`config.mk`:
```
export PLATFORM = sky130hd
export DESIGN_NAME = vga_rect_engine
export DESIGN_NICKNAME = d
export VERILOG_FILES = /design/src/rtl/vga_rect_engine.sv
export SDC_FILE = /design/constraint.sdc
export NUM_CORES = 1
export LEC_CHECK = 0
export BUFFER_PORTS_ARGS = -buffer_cell sky130_fd_sc_hd__buf_4
export CORE_MARGIN = 4
export CORE_UTILIZATION = 65
export CTS_BUF_LIST = sky130_fd_sc_hd__clkbuf_2 sky130_fd_sc_hd__clkbuf_4 sky130_fd_sc_hd__clkbuf_8
export DETAILED_ROUTE_END_ITERATION = 7
export PLACE_DENSITY = 0.86
export SETUP_SLACK_MARGIN = 0.15
export SLEW_MARGIN = 25
export SYNTH_ARGS = -nofsm -noshare
export SYNTH_HDL_FRONTEND = slang
export SYNTH_SLANG_ARGS = --single-unit
```
`constraint.sdc`:
```
create_clock -name CLOCK_50 -period 15.34 [get_ports CLOCK_50]
set_input_delay 0.767 -clock CLOCK_50 [delete_from_list [all_inputs] [get_ports CLOCK_50]]
set_output_delay 0.767 -clock CLOCK_50 [all_outputs]
set_load 0.005 [all_outputs]
```
`src/rtl/vga_rect_engine.sv`:
```
// vga_rect_engine
//   Pixel-plotting engine for the simulator VGA pixel interface. It draws one
//   pixel per clock for three operations: a filled rectangle, a rectangle
//   outline and a full-screen clear. All drawing is clipped to XMAX x YMAX.
//
//   State table
//     state | meaning
//     IDLE  | waiting for start; operands are latched when start is seen
//     SETUP | one cycle: compute clipped extents, pixel count, degenerate test
//     DRAW  | one raster pixel per cycle, x fastest, then y
//     DONE  | one cycle: done pulse, busy still high
//
//   Ports
//     CLOCK_50   system clock, all logic on the rising edge
//     reset      synchronous, active-high reset
//     start      request; sampled only in IDLE
//     mode       00 fill, 01 outline, 10 clear screen, 11 fill
//     x0, y0     rectangle top-left corner
//     w, h       rectangle size in pixels
//     color      pixel colour
//     VGA_X/VGA_Y/VGA_COLOR  registered pixel position and colour
//     plot       registered write-enable for the current pixel
//     busy       high from the cycle after start is accepted through DONE
//     done       one-cycle completion pulse
module vga_rect_engine #(
  parameter int XW      = 9,
  parameter int YW      = 8,
  parameter int COLOR_W = 24,
  parameter int XMAX    = 320,
  parameter int YMAX    = 240
) (
  input  logic               CLOCK_50,
  input  logic               reset,
  input  logic               start,
  input  logic [1:0]         mode,
  input  logic [XW-1:0]      x0,
  input  logic [YW-1:0]      y0,
  input  logic [XW-1:0]      w,
  input  logic [YW-1:0]      h,
  input  logic [COLOR_W-1:0] color,
  output logic [XW-1:0]      VGA_X,
  output logic [YW-1:0]      VGA_Y,
  output logic [COLOR_W-1:0] VGA_COLOR,
  output logic               plot,
  output logic               busy,
  output logic               done
);

  localparam int PCW = $clog2(XMAX * YMAX + 1);
  localparam int NW  = XW + YW + 2;

  localparam logic [XW:0]   XMAX_E = (XW + 1)'(XMAX);
  localparam logic [YW:0]   YMAX_E = (YW + 1)'(YMAX);
  localparam logic [XW:0]   XLAST  = (XW + 1)'(XMAX - 1);
  localparam logic [YW:0]   YLAST  = (YW + 1)'(YMAX - 1);
  localparam logic [XW:0]   ONE_X  = (XW + 1)'(1);
  localparam logic [YW:0]   ONE_Y  = (YW + 1)'(1);
  localparam logic [NW-1:0] ONE_N  = NW'(1);
  localparam logic [PCW-1:0] ONE_P = PCW'(1);

  typedef enum logic [1:0] {
    IDLE  = 2'd0,
    SETUP = 2'd1,
    DRAW  = 2'd2,
    DONE  = 2'd3
  } state_t;

  state_t state, state_nx;

  // operands latched on acceptance
  logic               is_clear_q;
  logic               is_outline_q;
  logic [XW-1:0]      x0_q;
  logic [YW-1:0]      y0_q;
  logic [XW-1:0]      w_q;
  logic [YW-1:0]      h_q;
  logic [COLOR_W-1:0] color_q;

  // draw-time geometry computed in SETUP
  logic [XW-1:0]  xs_q;    // first column of each row (clipped region left)
  logic [XW-1:0]  xe_q;    // last column (clipped)
  logic [XW:0]    xr_q;    // unclipped right edge, outline test only
  logic [YW:0]    yb_q;    // unclipped bottom edge, outline test only
  logic [XW-1:0]  cx;
  logic [YW-1:0]  cy;
  logic [PCW-1:0] pix_left; // pixels remaining after the current one

  // SETUP arithmetic, one bit wider than the coordinates so nothing wraps
  logic [XW-1:0] sx;
  logic [YW-1:0] sy;
  logic [XW:0]   xr_raw, xe_raw, span_x;
  logic [YW:0]   yb_raw, ye_raw, span_y;
  logic [NW-1:0] npix, npix_m1;
  logic          degen;
  logic          on_edge;
  logic          last_px;

  always_comb begin
    sx      = is_clear_q ? '0 : x0_q;
    sy      = is_clear_q ? '0 : y0_q;
    xr_raw  = is_clear_q ? XLAST : ({1'b0, x0_q} + {1'b0, w_q} - ONE_X);
    yb_raw  = is_clear_q ? YLAST : ({1'b0, y0_q} + {1'b0, h_q} - ONE_Y);
    xe_raw  = (xr_raw > XLAST) ? XLAST : xr_raw;
    ye_raw  = (yb_raw > YLAST) ? YLAST : yb_raw;
    span_x  = xe_raw - {1'b0, sx} + ONE_X;
    span_y  = ye_raw - {1'b0, sy} + ONE_Y;
    npix    = NW'(span_x) * NW'(span_y);
    npix_m1 = npix - ONE_N;
    degen   = !is_clear_q &&
              ((w_q == '0) || (h_q == '0) ||
               ({1'b0, x0_q} >= XMAX_E) || ({1'b0, y0_q} >= YMAX_E));
  end

  // Outline edges use the unclipped rectangle so a clipped-away right or
  // bottom edge never shows up on the screen border.
  always_comb begin
    on_edge = (cx == x0_q) || (cy == y0_q) ||
              ({1'b0, cx} == xr_q) || ({1'b0, cy} == yb_q);
    last_px = (pix_left == '0);
  end

  always_ff @(posedge CLOCK_50) begin
    if (reset) state <= IDLE;
    else       state <= state_nx;
  end

  always_comb begin
    state_nx = state;
    case (state)
      IDLE:    if (start) state_nx = SETUP;
      SETUP:   state_nx = degen ? DONE : DRAW;
      DRAW:    if (last_px) state_nx = DONE;
      DONE:    state_nx = IDLE;
      default: state_nx = IDLE;
    endcase
  end

  always_ff @(posedge CLOCK_50) begin
    if (reset) begin
      is_clear_q   <= 1'b0;
      is_outline_q <= 1'b0;
      x0_q         <= '0;
      y0_q         <= '0;
      w_q          <= '0;
      h_q          <= '0;
      color_q      <= '0;
      xs_q         <= '0;
      xe_q         <= '0;
      xr_q         <= '0;
      yb_q         <= '0;
      cx           <= '0;
      cy           <= '0;
      pix_left     <= '0;
      VGA_X        <= '0;
      VGA_Y        <= '0;
      VGA_COLOR    <= '0;
      plot         <= 1'b0;
      busy         <= 1'b0;
      done         <= 1'b0;
    end else begin
      plot <= 1'b0;
      done <= 1'b0;
      // busy follows the state one edge late, and rises on acceptance
      busy <= (state == IDLE) ? start : 1'b1;

      case (state)
        IDLE: begin
          if (start) begin
            is_clear_q   <= (mode == 2'b10);
            is_outline_q <= (mode == 2'b01);
            x0_q         <= x0;
            y0_q         <= y0;
            w_q          <= w;
            h_q          <= h;
            color_q      <= color;
          end
        end

        SETUP: begin
          xs_q     <= sx;
          xe_q     <= xe_raw[XW-1:0];
          xr_q     <= xr_raw;
          yb_q     <= yb_raw;
          cx       <= sx;
          cy       <= sy;
          pix_left <= npix_m1[PCW-1:0];
        end

        DRAW: begin
          VGA_X     <= cx;
          VGA_Y     <= cy;
          VGA_COLOR <= color_q;
          plot      <= !is_outline_q || on_edge;
          pix_left  <= pix_left - ONE_P;
          if (cx < xe_q) begin
            cx <= cx + 1'b1;
          end else begin
            cx <= xs_q;
            cy <= cy + 1'b1;
          end
        end

        DONE: done <= 1'b1;

        default: ;
      endcase
    end
  end

endmodule

```
==> results of run 1 <==
registers in the layout (all words and copies together), names as in the netlist, 2 cells and up:
name       count
xe_q           9
xr_q          10
h_q            8
VGA_Y          8
VGA_COLOR     24
w_q            9
VGA_X          9
x0_q           9
pix_left      17
color_q       24
cy             8
cx             9
xs_q           9
yb_q           9
state          2
y0_q           8
final timing paths:
path,slack [ps],start,end,depth (start not counted)
worst max-delay path,5990,y0_q[1]$_SDFFE_PP0P_,pix_left[16]$_SDFFE_PP0P_,38
worst min-delay path,460,color_q[4]$_SDFFE_PP0P_,color_q[4]$_SDFFE_PP0P_,2
worst max register to register,5990,y0_q[1]$_SDFFE_PP0P_,pix_left[16]$_SDFFE_PP0P_,38
worst min register to register,460,color_q[4]$_SDFFE_PP0P_,color_q[4]$_SDFFE_PP0P_,2
area by class of cell:
class	count	area [um^2]
timing repair buffer	115	863
fill	1497	5280
clock inverter	14	163
multi-input combinational	1139	8380
tap	265	332
clock buffer	17	234
sequential	177	3540
inverter	178	668
routing by layer:
layer	routed length (um)	up-vias
li1	-	5328
met1	13500	5183
met2	15400	449
met3	2500	80
met4	1090	0
met5	0	-
placed cells by master (no fill, tap or decap), types with 4 or more instances in the layout:
| cell | Yosys | final |
|---|---|---|
| a211oi_1 | 23 | 23 |
| a21o_1 | 15 | 15 |
| a21oi_1 | 110 | 110 |
| a221oi_1 | 6 | 6 |
| a22oi_1 | 11 | 11 |
| a31oi_1 | 6 | 6 |
| and2_1 | 21 | 20 |
| and3_1 | 7 | 7 |
| buf_4 | 2 | 115 |
| clkbuf_8 | 0 | 17 |
| dfxtp_1 | 177 | 177 |
| fa_1 | 64 | 64 |
| ha_1 | 124 | 122 |
| inv_1 | 178 | 178 |
| inv_8 | 0 | 4 |
| mux2i_1 | 72 | 72 |
| nand2_1 | 225 | 224 |
| nand2b_1 | 6 | 6 |
| nand3_1 | 23 | 23 |
| nand4_1 | 10 | 10 |
| nor2_1 | 163 | 163 |
| nor2b_1 | 18 | 18 |
| nor3_1 | 10 | 10 |
| nor4_1 | 10 | 10 |
| o21a_1 | 9 | 9 |
| o21ai_0 | 31 | 31 |
| o21bai_1 | 7 | 7 |
| o22ai_1 | 15 | 15 |
| o31ai_1 | 4 | 4 |
| o41ai_1 | 4 | 4 |
| or3_1 | 8 | 8 |
| xnor2_1 | 58 | 58 |
| xor2_1 | 26 | 26 |
cell families after synthesis:
group	count (synthesis)
buffers and inverters	257
AND/OR/NAND/NOR	517
adder cells (fa/ha/maj)	188
AO/OA/AOI/OAI	275
multiplexers	74
flip-flops	177
XOR/XNOR	85
stage by stage:
| step | utilization | instances | setup slack (ps) | hold WS [ps] |
|---|---|---|---|---|
| floorplan | - | 1573 | 6770 | 428 |
| global placement | 0.708 | 1874 | 6350 | 441 |
| detailed placement | 0.708 | 1874 | 6050 | 446 |
| CTS | 0.728 | 1905 | 5980 | 462 |
| global route | 0.729 | 1905 | 5300 | 477 |
| finish | 0.729 | 1905 | 5990 | 461 |
worst register-to-register path: cells and delay by family (launching register included):
kind	cells	cell delay, ps
AOI/OAI and AO/OA	14	2500
xor gates and xnor gates	2	910
and+or+nand+nor	4	590
adders and majority gates	11	4360
DFF	1	390
buffers and inverters	7	520
==> summary.md, run 1 <==
| Metric | Value |
|---|---|
| Status | `finished clean` |
| Critical path data arrival time | `9760 ps` |
| Ys async rst share | `0` |
| Initial antenna violation count | `0` |
| Number of flops mapped to enable cells by yosys | `0` |
| Critical Path RT | `15750 ps` |
| Placed Area | `0.0138 mm^2` |
| Startpoint Class | `flop` |
| IO buf count | `106` |
| Post-CTS Repair Setup Buffers | `0` |
| WS Path Type | `reg2reg` |
| # DRC | `0` |
| Crit end category | `flop` |
| Yosys warnings | `0` |
| Synth Area in Simple Gates | `0.176` |
| Grt met1 use | `0.375` |
| Hpwl dp | `24100 um` |
| Final Instance Area | `0.0142 mm^2` |
| Clock Latency Late Sink | `500 ps` |
| Routed Antenna Nets | `0` |
| Count of different cell masters after synthesis | `68` |
| Synth Area in Compound Gates | `0.136` |
| GPL Wtd Cong | `0.906` |
| Final setup fails | `0` |
| Avg Inst Size Synth | `8.18 um^2` |
| Worst Tran Pin Value | `923 ps` |
| Fraction of synthesized cell area in xor and xnor cells | `0.0589` |
| Final TNS setup | `0 ps` |
| CTS sink cnt | `177` |
| Slew margin rel. | `0.385` |
| Gr ovfl total | `0` |
| Die Span X | `149 um` |
| Grt peak-use layer | `met2` |
| CP top delay family | `adder cells` |
| Final hold viol count | `0` |
| Critical path's slowest cell | `fa_1` |
| Clock Tree Root | `clkbuf_8` |
| Routing usage on met2 | `0.498` |
| Slowest stage delay, CP | `540 ps` |
| Worst-path maximum fanout | `9` |
| Starting Density | `0.661` |
| Worst path most repeated cell | `inv_1` |
| Synth Instances | `1573` |
| Min-delay worst type | `reg2reg` |
| Die ar. | `0.0221 mm^2` |
| Main combinational cell family by area after synthesis | `adder cells` |
| Crit share post-route | `0.609` |
| Yosys top cell area share | `0.275` |
| Crit path time final | `9350 ps` |
| GRT Total Usage | `0.296` |
| Via count | `11000` |
| Max Freq | `107 MHz` |
| Buffer levels on the longest clock path | `2` |
| Maximum Capacitance Violations | `0` |
| Yosys top cell by area | `dfxtp_1` |
| Hold Buf Count CTS | `0` |
| First DRT Iteration DRCs | `847` |
| Synthesized flop and latch total | `177` |
| CTS resizes | `0` |
| Row count | `51` |
| Clk_skew | `26.6 ps` |
| Num ports | `107` |
| First-pass GRT wire length | `53200 um` |
| CTS tree | `built` |
| RSZ-0062 raised after global routing | `false` |
| Mean routed wirelength per cell | `17.1 um` |
| Synth Area in Adders | `0.220` |
| Reg clk slew, reported paths | `110 ps` |
| DRT Wirelength | `32500 um` |
| Cell with the most instances after synthesis | `nand2_1` |
| Core area | `0.0195 mm^2` |
| Antenna cells | `0` |
| Top FF cell, synth | `dfxtp_1` |
| Vias in the first global route | `11000` |
| Via density | `5.80` |
| Mux contribution to synthesized area | `0.0578` |
| Mapped Area | `0.0129 mm^2` |
| Height of the die | `149 um` |
| Area Growth Syn to Fin | `10.3%` |
| CTS buffer count | `17` |
| Proportion of layout cells with a drive suffix above 1 | `0.101` |
| WP buf/inv | `7` |
| Layout net count | `1879` |
| GRT met3 Usage | `0.0649` |
| Seq/Total Area, Yosys | `0.275` |
| Post-synth top cells | `nand2_1, inv_1, dfxtp_1` |
| Slew Limit Fails | `0` |
| H-tree levels | `4` |
| Synth top area cells | `dfxtp_1, ha_1, fa_1` |
| Drt pass-1 iters | `6` |
| Largest net degree at the start of global routing | `88` |
| Syn_nets | `1824` |
Power of run 1 is left out: the tool's default activity adds up to more than one toggle a clock period on the data nets, which glitch-free logic cannot reach.
==> run 2, diff against run 1 <==
--- a/config.mk
+++ b/config.mk
@@ -5,12 +5,13 @@
 export SDC_FILE = /design/constraint.sdc
 export NUM_CORES = 1
 export LEC_CHECK = 0
+export ABC_AREA = 1
 export BUFFER_PORTS_ARGS = -buffer_cell sky130_fd_sc_hd__buf_4
 export CORE_MARGIN = 4
-export CORE_UTILIZATION = 65
+export CORE_UTILIZATION = 63
 export CTS_BUF_LIST = sky130_fd_sc_hd__clkbuf_2 sky130_fd_sc_hd__clkbuf_4 sky130_fd_sc_hd__clkbuf_8
 export DETAILED_ROUTE_END_ITERATION = 7
-export PLACE_DENSITY = 0.86
+export PLACE_DENSITY = 0.83
 export SETUP_SLACK_MARGIN = 0.15
 export SLEW_MARGIN = 25
 export SYNTH_ARGS = -nofsm -noshare
==> constraint.sdc (replaced) <==
create_clock -name CLOCK_50 -period 9.3 [get_ports CLOCK_50]
set_input_delay 0.465 -clock CLOCK_50 [delete_from_list [all_inputs] [get_ports CLOCK_50]]
set_output_delay 0.465 -clock CLOCK_50 [all_outputs]
set_load 0.005 [all_outputs]
==> run 2 against run 1 <==
  * Sequential share of layout area grew 0.14 points
  * Synthesized cell count grew 11%
  * Largest cell class unchanged
  * First-iteration DRC count grew 13%
  * Critical endpoint is now pix_left[14]$_SDFFE_PP0P_
  * Register-to-register slack lost 5300 ps
==> summary.md, run 2 <==
| Metric | Value |
|---|---|
| Synth top area cells | `dfxtp_1, ha_1, fa_1` |
| Status | `finished clean` |
| Top FF cell, synth | `dfxtp_1` |
| Routed Antenna Nets | `0 (unchanged)` |
| Final TNS setup | `0 ps (unchanged)` |
| CTS buffer count | `17 (unchanged)` |
| First-pass GRT wire length | `53100 um (-0.19%)` |
| Core area | `0.0197 mm^2 (+1.3%)` |
| Critical path's slowest cell | `fa_1` |
| Buffer levels on the longest clock path | `2 (unchanged)` |
| Antenna cells | `0 (unchanged)` |
| IO buf count | `106 (unchanged)` |
| Crit share post-route | `0.924 (+0.315)` |
| Mean routed wirelength per cell | `15.3 um (-10%)` |
| CTS sink cnt | `177 (unchanged)` |
| Max Freq | `116 MHz (+8.7%)` |
| Mapped Area | `0.0128 mm^2 (-0.59%)` |
| Worst-path maximum fanout | `9 (unchanged)` |
| Commonest non-fill, non-tap cell in the layout | `inv_1` |
| Area Growth Syn to Fin | `10.3% (about the same)` |
| Yosys warnings | `0 (unchanged)` |
| Final setup fails | `0 (unchanged)` |
| Via density | `5.61 (-3.2%)` |
| Crit path time final | `8600 ps (-751 ps)` |
| Layout net count | `2060 (+9.6%)` |
| Clock Latency Late Sink | `490 ps (about the same)` |
| Critical Path RT | `9660 ps (-6090 ps)` |
| Post-CTS Repair Setup Buffers | `0 (unchanged)` |
| # DRC | `0 (unchanged)` |
| Hpwl dp | `23900 um (-0.91%)` |
| Slew Limit Fails | `0 (unchanged)` |
| Crit end category | `flop` |
| Clk_skew | `24.9 ps (-1.68 ps)` |
| Slowest stage delay, CP | `550 ps (about the same)` |
| Largest net degree at the start of global routing | `120 (+36%)` |
| Initial antenna violation count | `0 (unchanged)` |
| CTS tree | `built` |
| Height of the die | `150 um (+1.2%)` |
| R2R Setup Slk | `700 ps (-5290 ps)` |
| Worst Hold End | `color_q[7]$_SDFFE_PP0P_` |
| RR Endpoint | `pix_left[14]$_SDFFE_PP0P_` |
| CTS resizes | `0 (unchanged)` |
| Num ports | `107 (unchanged)` |
| Via count | `11700 (+6.1%)` |
| Vias in the first global route | `11200 (+2.2%)` |
| Yosys top cell area share | `0.277 (+0.00164)` |
| Starting Density | `0.649 (-0.0124)` |
| Top flop regs | `VGA_COLOR (24), color_q (24), pix_left (17)` |
| H-tree levels | `4 (unchanged)` |
| Avg Inst Size Synth | `7.29 um^2 (-11%)` |
| Maximum Capacitance Violations | `0 (unchanged)` |
| Worst r2r path cells | `42 (+11%)` |
| Clock Tree Root | `clkbuf_8` |
| Die ar. | `0.0226 mm^2 (+2.4%)` |
| Number of flops mapped to enable cells by yosys | `0 (unchanged)` |
| Final hold viol count | `0 (unchanged)` |
| Worst hold stages | `3 (+1)` |
| HP Start | `color[7]` |
| Synthesized flop and latch total | `177 (unchanged)` |
| WS Path Type | `reg2reg` |
| Hold Buf Count CTS | `0 (unchanged)` |
| GRT Total Usage | `0.288 (-0.00806)` |
| Slew margin rel. | `0.339 (-0.0455)` |
| Seq/Total Area, Yosys | `0.277 (+0.00164)` |
| Count of different cell masters after synthesis | `49 (-28%)` |
| Syn_nets | `2004 (+9.9%)` |
| Min-delay worst type | `in2reg` |
| Cell with the most instances after synthesis | `inv_1` |
| Die Span X | `150 um (+1.2%)` |
| Reg clk slew, reported paths | `110 ps (about the same)` |
| Commonest cells after routing, fill and taps aside | `inv_1, nand2_1, dfxtp_1, o21ai_0, nor2_1` |
| First DRT Iteration DRCs | `954 (+13%)` |
| Worst reg2reg startpoint | `x0_q[1]$_SDFFE_PP0P_` |
| Yosys top cell by area | `dfxtp_1` |
| Drt pass-1 iters | `6 (unchanged)` |
| Ys async rst share | `0 (unchanged)` |
| Worst path most repeated cell | `inv_1` |
| Post-synth top cells | `inv_1, nand2_1, dfxtp_1, o21ai_0, nor2_1` |
| GPL Wtd Cong | `0.938 (+3.4%)` |
| RSZ-0062 raised after global routing | `false` |
| Startpoint Class | `flop` |
| Worst Tran Pin Value | `991 ps (+68.3 ps)` |
| Gr ovfl total | `0 (unchanged)` |
| Synth Instances | `1753 (+11%)` |
| DRT Wirelength | `31900 um (-1.8%)` |
| Critical path data arrival time | `8960 ps (-800 ps)` |
| Proportion of layout cells with a drive suffix above 1 | `0.102 (+0.000927)` |
| Row count | `51 (unchanged)` |
## run 2: cells by family after synthesis
family | share of synthesized area
AO/OA/AOI/OAI | 0.178
XOR/XNOR | 0.0274
adder cells (fa/ha/maj) | 0.222
buffers and inverters | 0.111
flip-flops | 0.277
AND/OR/NAND/NOR | 0.184
## run 2: through the flow
step / instance area [um^2] / hold WS (ps) / setup WS (ps) / utilization / std cells
5_1_grt: 14100 / 239 / 146 / 0.715 / 2087
4_1_cts: 14100 / 212 / 622 / 0.713 / 2087
6_report: 14100 / 224 / 704 / 0.715 / 2087
3_3_place_gp: 13700 / 453 / 838 / 0.693 / 2055
2_1_floorplan: 12800 / 437 / 1460 / - / 1753
3_5_place_dp: 13700 / 458 / 672 / 0.693 / 2055
## run 2: layout make-up
cell class,count,area [um^2]
clock buffer,17,234
clock inverter,15,165
fill,1669,5610
inverter,295,1110
multi-input combinational,1205,7870
sequential,177,3540
tap,265,332
timing repair buffer,113,848
## run 2: worst max-delay path by stage
| stage | depth (start not counted) | endpoint | slack (ps) | start |
|---|---|---|---|---|
| 2_1_floorplan | 37 | pix_left[14]$_SDFFE_PP0P_ | 1460 | y0_q[1]$_SDFFE_PP0P_ |
| 3_5_place_dp | 41 | pix_left[14]$_SDFFE_PP0P_ | 670 | x0_q[1]$_SDFFE_PP0P_ |
| 4_1_cts | 42 | pix_left[14]$_SDFFE_PP0P_ | 620 | x0_q[1]$_SDFFE_PP0P_ |
| 5_1_grt | 43 | pix_left[14]$_SDFFE_PP0P_ | 150 | x0_q[1]$_SDFFE_PP0P_ |
| 6_report | 42 | pix_left[14]$_SDFFE_PP0P_ | 700 | x0_q[1]$_SDFFE_PP0P_ |
| 3_3_place_gp | 38 | pix_left[14]$_SDFFE_PP0P_ | 840 | x0_q[1]$_SDFFE_PP0P_ |
## run 2: worst max-delay path, delay by kind of cell, from the launching register on
kind | cells | cell delay (ps)
simple gates | 15 | 1720
xor+xnor | 1 | 220
buf+inv | 8 | 480
flops | 1 | 360
fa+ha+maj | 12 | 4710
compound gates | 6 | 990
## run 2: layer usage
metal  part of all wire  wire length [um]  global-route usage  vias to the layer above
li1                   -                 -                   -                     5793
met1               0.42             13500               0.371                     5478
met2               0.49             15800               0.502                      380
met3              0.061              1960              0.0424                       58
met4              0.022               690              0.0828                        0
met5                  0                 0                   0                        -
Power of run 2 is left out for the same reason.
